**config.mk**
```make
export PLATFORM = sky130hd
export DESIGN_NAME = box_draw_ctrl
export DESIGN_NICKNAME = d
export VERILOG_FILES = /design/src/rtl/box_draw_ctrl.sv
export SDC_FILE = /design/constraint.sdc
export NUM_CORES = 1
export LEC_CHECK = 0
export BUFFER_PORTS_ARGS = -buffer_cell sky130_fd_sc_hd__buf_2
export CELL_PAD_IN_SITES_DETAIL_PLACEMENT = 0
export CELL_PAD_IN_SITES_GLOBAL_PLACEMENT = 1
export CORE_MARGIN = 5
export CORE_UTILIZATION = 40
export DETAILED_ROUTE_END_ITERATION = 8
export PLACE_DENSITY = 0.73
export SLEW_MARGIN = 20
export SYNTH_ARGS = -nofsm -noshare
export SYNTH_HDL_FRONTEND = slang
export SYNTH_SLANG_ARGS = --single-unit
```
**constraint.sdc**
```tcl
create_clock -name CLOCK_50 -period 5.6 [get_ports CLOCK_50]
set_input_delay 1.12 -clock CLOCK_50 [delete_from_list [all_inputs] [get_ports CLOCK_50]]
set_output_delay 1.12 -clock CLOCK_50 [all_outputs]
set_load 0.005 [all_outputs]
```
**src/rtl/box_draw_ctrl.sv**
```systemverilog
// box_draw_ctrl: draws a BOX_W x BOX_H filled box or clears the whole screen,
// emitting one pixel per cycle in raster order towards a VGA adapter.
// All outputs are registered; the pixel shown in a cycle is computed one
// cycle ahead so the first pixel appears the cycle after a request is taken.
module box_draw_ctrl #(
  parameter int         BOX_W     = 4,
  parameter int         BOX_H     = 4,
  parameter int         SCREEN_W  = 160,
  parameter int         SCREEN_H  = 120,
  parameter logic [2:0] BG_COLOUR = 3'b000
) (
  input  logic       CLOCK_50,
  input  logic       reset,
  input  logic [7:0] data_in,
  input  logic       ld_x,
  input  logic       ld_y,
  input  logic [2:0] colour_in,
  input  logic       draw_req,
  input  logic       clear_req,
  output logic       plot,
  output logic [7:0] x,
  output logic [6:0] y,
  output logic [2:0] colour,
  output logic       busy,
  output logic       done
);

  typedef enum logic [1:0] {
    S_IDLE  = 2'd0,
    S_DRAW  = 2'd1,
    S_CLEAR = 2'd2,
    S_DONE  = 2'd3
  } state_t;

  localparam logic [7:0] DRAW_XLIM = 8'(BOX_W - 1);
  localparam logic [6:0] DRAW_YLIM = 7'(BOX_H - 1);
  localparam logic [7:0] CLR_XLIM  = 8'(SCREEN_W - 1);
  localparam logic [6:0] CLR_YLIM  = 7'(SCREEN_H - 1);
  localparam logic [8:0] SCR_W9    = 9'(SCREEN_W);
  localparam logic [7:0] SCR_H8    = 8'(SCREEN_H);

  state_t     state_q, state_d;
  logic [7:0] x_base_q, x_base_d;
  logic [6:0] y_base_q, y_base_d;
  logic [2:0] col_lat_q, col_lat_d;
  logic [7:0] cx_q, cx_d;
  logic [6:0] cy_q, cy_d;
  logic       plot_q, plot_d;
  logic [7:0] x_q, x_d;
  logic [6:0] y_q, y_d;
  logic [2:0] colour_q, colour_d;
  logic       busy_q, busy_d;
  logic       done_q, done_d;

  // Next-pixel address path
  logic [7:0] xlim_s;
  logic [6:0] ylim_s;
  logic       last_s;
  logic       clear_path_s;
  logic [7:0] off_x_s;
  logic [6:0] off_y_s;
  logic [7:0] base_x_s;
  logic [6:0] base_y_s;
  logic [8:0] sum_x_s;
  logic [7:0] sum_y_s;
  logic       in_screen_s;

  // Work out the offsets, base and screen coordinate of the next pixel to show
  always_comb begin
    clear_path_s = (state_q == S_CLEAR) || ((state_q == S_IDLE) && clear_req);
    if (state_q == S_CLEAR) begin
      xlim_s = CLR_XLIM;
      ylim_s = CLR_YLIM;
    end else begin
      xlim_s = DRAW_XLIM;
      ylim_s = DRAW_YLIM;
    end
    last_s = (cx_q == xlim_s) && (cy_q == ylim_s);

    // From IDLE the first pixel is offset (0,0); otherwise step raster order
    if (state_q == S_IDLE) begin
      off_x_s = 8'd0;
      off_y_s = 7'd0;
    end else if (cx_q == xlim_s) begin
      off_x_s = 8'd0;
      off_y_s = 7'(cy_q + 7'd1);
    end else begin
      off_x_s = 8'(cx_q + 8'd1);
      off_y_s = cy_q;
    end

    // A draw accepted in the same cycle as a load uses the freshly loaded base
    if (clear_path_s) begin
      base_x_s = 8'd0;
      base_y_s = 7'd0;
    end else if (state_q == S_IDLE) begin
      base_x_s = ld_x ? data_in : x_base_q;
      base_y_s = ld_y ? data_in[6:0] : y_base_q;
    end else begin
      base_x_s = x_base_q;
      base_y_s = y_base_q;
    end

    sum_x_s     = {1'b0, base_x_s} + {1'b0, off_x_s};
    sum_y_s     = {1'b0, base_y_s} + {1'b0, off_y_s};
    in_screen_s = (sum_x_s < SCR_W9) && (sum_y_s < SCR_H8);
  end

  // FSM next-state and registered-output computation
  always_comb begin
    state_d   = state_q;
    x_base_d  = x_base_q;
    y_base_d  = y_base_q;
    col_lat_d = col_lat_q;
    cx_d      = cx_q;
    cy_d      = cy_q;
    plot_d    = 1'b0;
    x_d       = x_q;
    y_d       = y_q;
    colour_d  = colour_q;
    busy_d    = busy_q;
    done_d    = 1'b0;

    case (state_q)
      S_IDLE: begin
        x_base_d = ld_x ? data_in : x_base_q;
        y_base_d = ld_y ? data_in[6:0] : y_base_q;
        busy_d   = 1'b0;
        if (clear_req) begin
          state_d  = S_CLEAR;
          cx_d     = 8'd0;
          cy_d     = 7'd0;
          busy_d   = 1'b1;
          plot_d   = in_screen_s;
          x_d      = sum_x_s[7:0];
          y_d      = sum_y_s[6:0];
          colour_d = BG_COLOUR;
        end else if (draw_req) begin
          state_d   = S_DRAW;
          col_lat_d = colour_in;
          cx_d      = 8'd0;
          cy_d      = 7'd0;
          busy_d    = 1'b1;
          plot_d    = in_screen_s;
          x_d       = sum_x_s[7:0];
          y_d       = sum_y_s[6:0];
          colour_d  = colour_in;
        end else begin
          state_d = S_IDLE;
        end
      end
      S_DRAW, S_CLEAR: begin
        busy_d = 1'b1;
        if (last_s) begin
          state_d = S_DONE;
          plot_d  = 1'b0;
          done_d  = 1'b1;
        end else begin
          cx_d     = off_x_s;
          cy_d     = off_y_s;
          plot_d   = in_screen_s;
          x_d      = sum_x_s[7:0];
          y_d      = sum_y_s[6:0];
          colour_d = (state_q == S_CLEAR) ? BG_COLOUR : col_lat_q;
        end
      end
      S_DONE: begin
        state_d = S_IDLE;
        busy_d  = 1'b0;
      end
      default: begin
        state_d = S_IDLE;
        busy_d  = 1'b0;
      end
    endcase
  end

  // State and output registers; reset aborts any operation at once
  always_ff @(posedge CLOCK_50 or posedge reset) begin
    if (reset) begin
      state_q   <= S_IDLE;
      x_base_q  <= 8'd0;
      y_base_q  <= 7'd0;
      col_lat_q <= 3'd0;
      cx_q      <= 8'd0;
      cy_q      <= 7'd0;
      plot_q    <= 1'b0;
      x_q       <= 8'd0;
      y_q       <= 7'd0;
      colour_q  <= 3'd0;
      busy_q    <= 1'b0;
      done_q    <= 1'b0;
    end else begin
      state_q   <= state_d;
      x_base_q  <= x_base_d;
      y_base_q  <= y_base_d;
      col_lat_q <= col_lat_d;
      cx_q      <= cx_d;
      cy_q      <= cy_d;
      plot_q    <= plot_d;
      x_q       <= x_d;
      y_q       <= y_d;
      colour_q  <= colour_d;
      busy_q    <= busy_d;
      done_q    <= done_d;
    end
  end

  assign plot   = plot_q;
  assign x      = x_q;
  assign y      = y_q;
  assign colour = colour_q;
  assign busy   = busy_q;
  assign done   = done_q;

endmodule

```
==> results.txt <==
status = finished, final reports clean
power density over the cells = 526 mW/mm2
Final Cycle Share = 64.4%
final core occ = 45.5%
total wire length after detailed routing = 7.87 mm
number of hold violations in the final report = 0
number of failing setup endpoints in the final timing report = 0
highest attainable clock frequency = 277 MHz
maximum number of pins on one net before global-route repair = 57
Post-synth top cells = dfrtp_1 (56), nand2_1 (38), o21ai_0 (33), nor2_1 (31), ha_1 (21)
headroom to the max-slew limit = 43.0%
count of buffers inserted at the top-level ports = 37
Max Cap Violations = 0
kind of end point of the critical path = flop
most used standard cell by instance count after synthesis = dfrtp_1
average routed wire per standard cell = 15.7 um
first-pass GRT wire length = 12.9 mm
final RePlAce weighted congestion = 0.830
clock tree from TritonCTS = done
#FFs+latches synth = 56
fraction of layout cells with a size suffix above 1 = 17.7%
number of violations reported at the end of detailed-routing iteration 0 = 88
number of post-CTS setup repair buffers = 0
largest delay contributor family on the critical path = adder cells
Die H = 102 um
diodes inserted = 0
Cell variety after synth = 49
GR Util All Layers = 15.9%
Cell Area, Synth = 0.00342 mm2
sum of net half-perimeters after detailed placement = 5.91 mm
Nets = 436
I/O pin total = 38
Std-Cell Rows = 33
crit path DAT = 3.84 ns
synthesized netlist net count = 401
Max stage delay on crit path = 0.53 ns
initial antenna violation count = 0
RSZ-0062 raised after global routing = no
post-cts resize count = 0
worst min-delay path category = reg -> reg
1st-pass router iterations = 4
per-cell via count in the routed design = 5.28
total global routing overflow = 0
proportion of register bits with asynchronous set or reset after synthesis = 100%
crit start category = flop
top cell type by total area after synthesis = dfrtp_1
Synth Warn # = 0
primary flip-flop cell chosen by synthesis mapping = dfrtp_1
dominant cells by area after synthesis = dfrtp_1 (41%), ha_1 (7.7%), mux2_2 (5.3%), o21ai_0 (4.8%), nand2_1 (4.2%)
Core Region = 0.00826 mm2
TritonCTS Buffers = 5
Max Fanout on Critical Path = 16
data required time at the worst endpoint = 5.83 ns
routed via count = 2645
crit path cell chain = inv_1, ha_1, nand2_1, mux2_2, nor2b_1, ha_1, inv_1, fa_1, nor2b_1, o21a_1, o21ai_0, a311oi_1, nor4_1, nor3_1
number of enable-type register cells in the synthesized netlist = 0
buffer type at the clock tree root = clkbuf_8
cts hold-fix bufs = 0
die area = 0.0105 mm2
number of clock sinks = 56
post-synth top area share = 41.0%
critical path's slowest cell = ha_1
Max IR drop VDD = 219 uV
critical path class = reg -> reg
syn_area_per_cell = 9.46 um2
# DRC = 0
pin slew with the least headroom to its limit = 0.854 ns
maximum number of buffers from clock root to sink = 2
share of the yosys chip area belonging to registers = 41.0%
final number of max-transition violations = 0
starting density of the core = 41.4%
antenna-violating nets left = 0
Clock Skew = 0.00459 ns
number of global-route vias before repair = 2602
filler cell count in the final layout = 840
setup TNS = 0 ns
buffer and inverter count on the worst path = 2
synthesized instance count = 361
Die Wd = 102 um
final worst path period need = 3.61 ns
area added between synthesis and finish = 10.1%
Lkg Pwr = 1.75 nW
clock-pin transition on the worst setup and hold timing paths = 0.10 ns
clock latency on the worst-skew pair = 0.31 ns
total number of H-tree levels = 2
==> metrics by stage <==
stage / total power, W / setup WS [ns] / hold WS [ns] / area (um2) / std cells
after floorplan: 0.00150 / 2.33 / 0.442 / 3420 / 361
after global placement: 0.00177 / 1.98 / 0.459 / 3680 / 494
after detailed placement: 0.00178 / 1.90 / 0.469 / 3680 / 494
after CTS: 0.00200 / 1.96 / 0.495 / 3760 / 501
after global routing: 0.00218 / 1.56 / 0.510 / 3760 / 501
final: 0.00198 / 1.99 / 0.484 / 3760 / 501
==> report_power, final <==
| group | switching [W] | internal (W) | leakage [nW] |
|---|---|---|---|
| registers | 0.0000645 | 0.000560 | 0.711 |
| logic | 0.000694 | 0.000445 | 0.996 |
| clock network | 0.000129 | 0.0000856 | 0.0410 |
==> worst paths after layout <==
kind,depth (start not counted),slack (ns),from,to
max,14,1.99,state_q[0],plot
min,2,0.48,x[5],x[5]
max reg2reg,14,1.99,state_q[0],plot
min reg2reg,2,0.48,x[5],x[5]
max in group asynchronous,3,4.12,reset,x_base_q[7]
min in group asynchronous,3,1.00,reset,colour[1]
==> logic make-up after synthesis <==
family	Yosys count	share of synthesized area, %
fa+ha+maj	23	8.86
simple gates	124	18.2
buf+inv	27	3.52
xor+xnor	19	4.87
mux	21	6.81
flops	56	41.0
compound gates	91	16.7
==> registers in the layout (all words and copies together), names as in the netlist <==
register	cells
cx_q	8
cy_q	7
done	1
col_lat_q	3
plot	1
busy	1
x_base_q	8
y	7
x	8
y_base_q	7
state_q	2
colour	3
==> area by class of cell <==
cell class / count / area [um2] / area share, %
flip-flops and latches: 56 / 1400 / 37.3
multi-input cells: 278 / 1890 / 50.4
clock buffers: 6 / 72.6 / 1.93
well taps: 105 / 131 / 3.49
clock inverters: 1 / 5.00 / 0.133
inverters: 17 / 63.8 / 1.70
repair buffers: 38 / 193 / 5.12
==> metal layers <==
layer	up-vias	track usage, %	wire length (um)
met5	-	0	0
li1	1339	-	-
met4	0	3.73	91
met3	9	2.46	276
met1	1248	21.9	3830
met2	49	26.3	3670
==> worst min-delay path: stages, from the launching register on <==
cell	delay, ns
dfrtp_1	0.35
nand2_1	0.04
o21ai_0	0.06
==> cells in the final DEF, fill, tap and decap left out, types with 2 or more instances in the layout <==
| cell type | instances |
|---|---|
| a211oi_1 | 3 |
| xnor2_1 | 8 |
| o21ai_0 | 33 |
| o211ai_1 | 4 |
| and3_1 | 5 |
| clkbuf_8 | 5 |
| mux2i_1 | 3 |
| nor2b_1 | 17 |
| nor4_1 | 3 |
| fa_1 | 2 |
| o31ai_1 | 5 |
| a22oi_1 | 3 |
| mux2_1 | 2 |
| nand2b_1 | 5 |
| or2_2 | 3 |
| nor3_1 | 4 |
| xor2_1 | 11 |
| dfrtp_1 | 56 |
| nor2_1 | 31 |
| buf_2 | 37 |
| nand3_1 | 6 |
| o21a_1 | 2 |
| o21ai_1 | 10 |
| nand4_1 | 2 |
| or3_1 | 3 |
| a21oi_1 | 16 |
| inv_1 | 16 |
| ha_1 | 21 |
| nand2_1 | 38 |
| mux2_2 | 16 |
| a21o_1 | 5 |
Note: power is estimated with default switching activity, not from simulation.
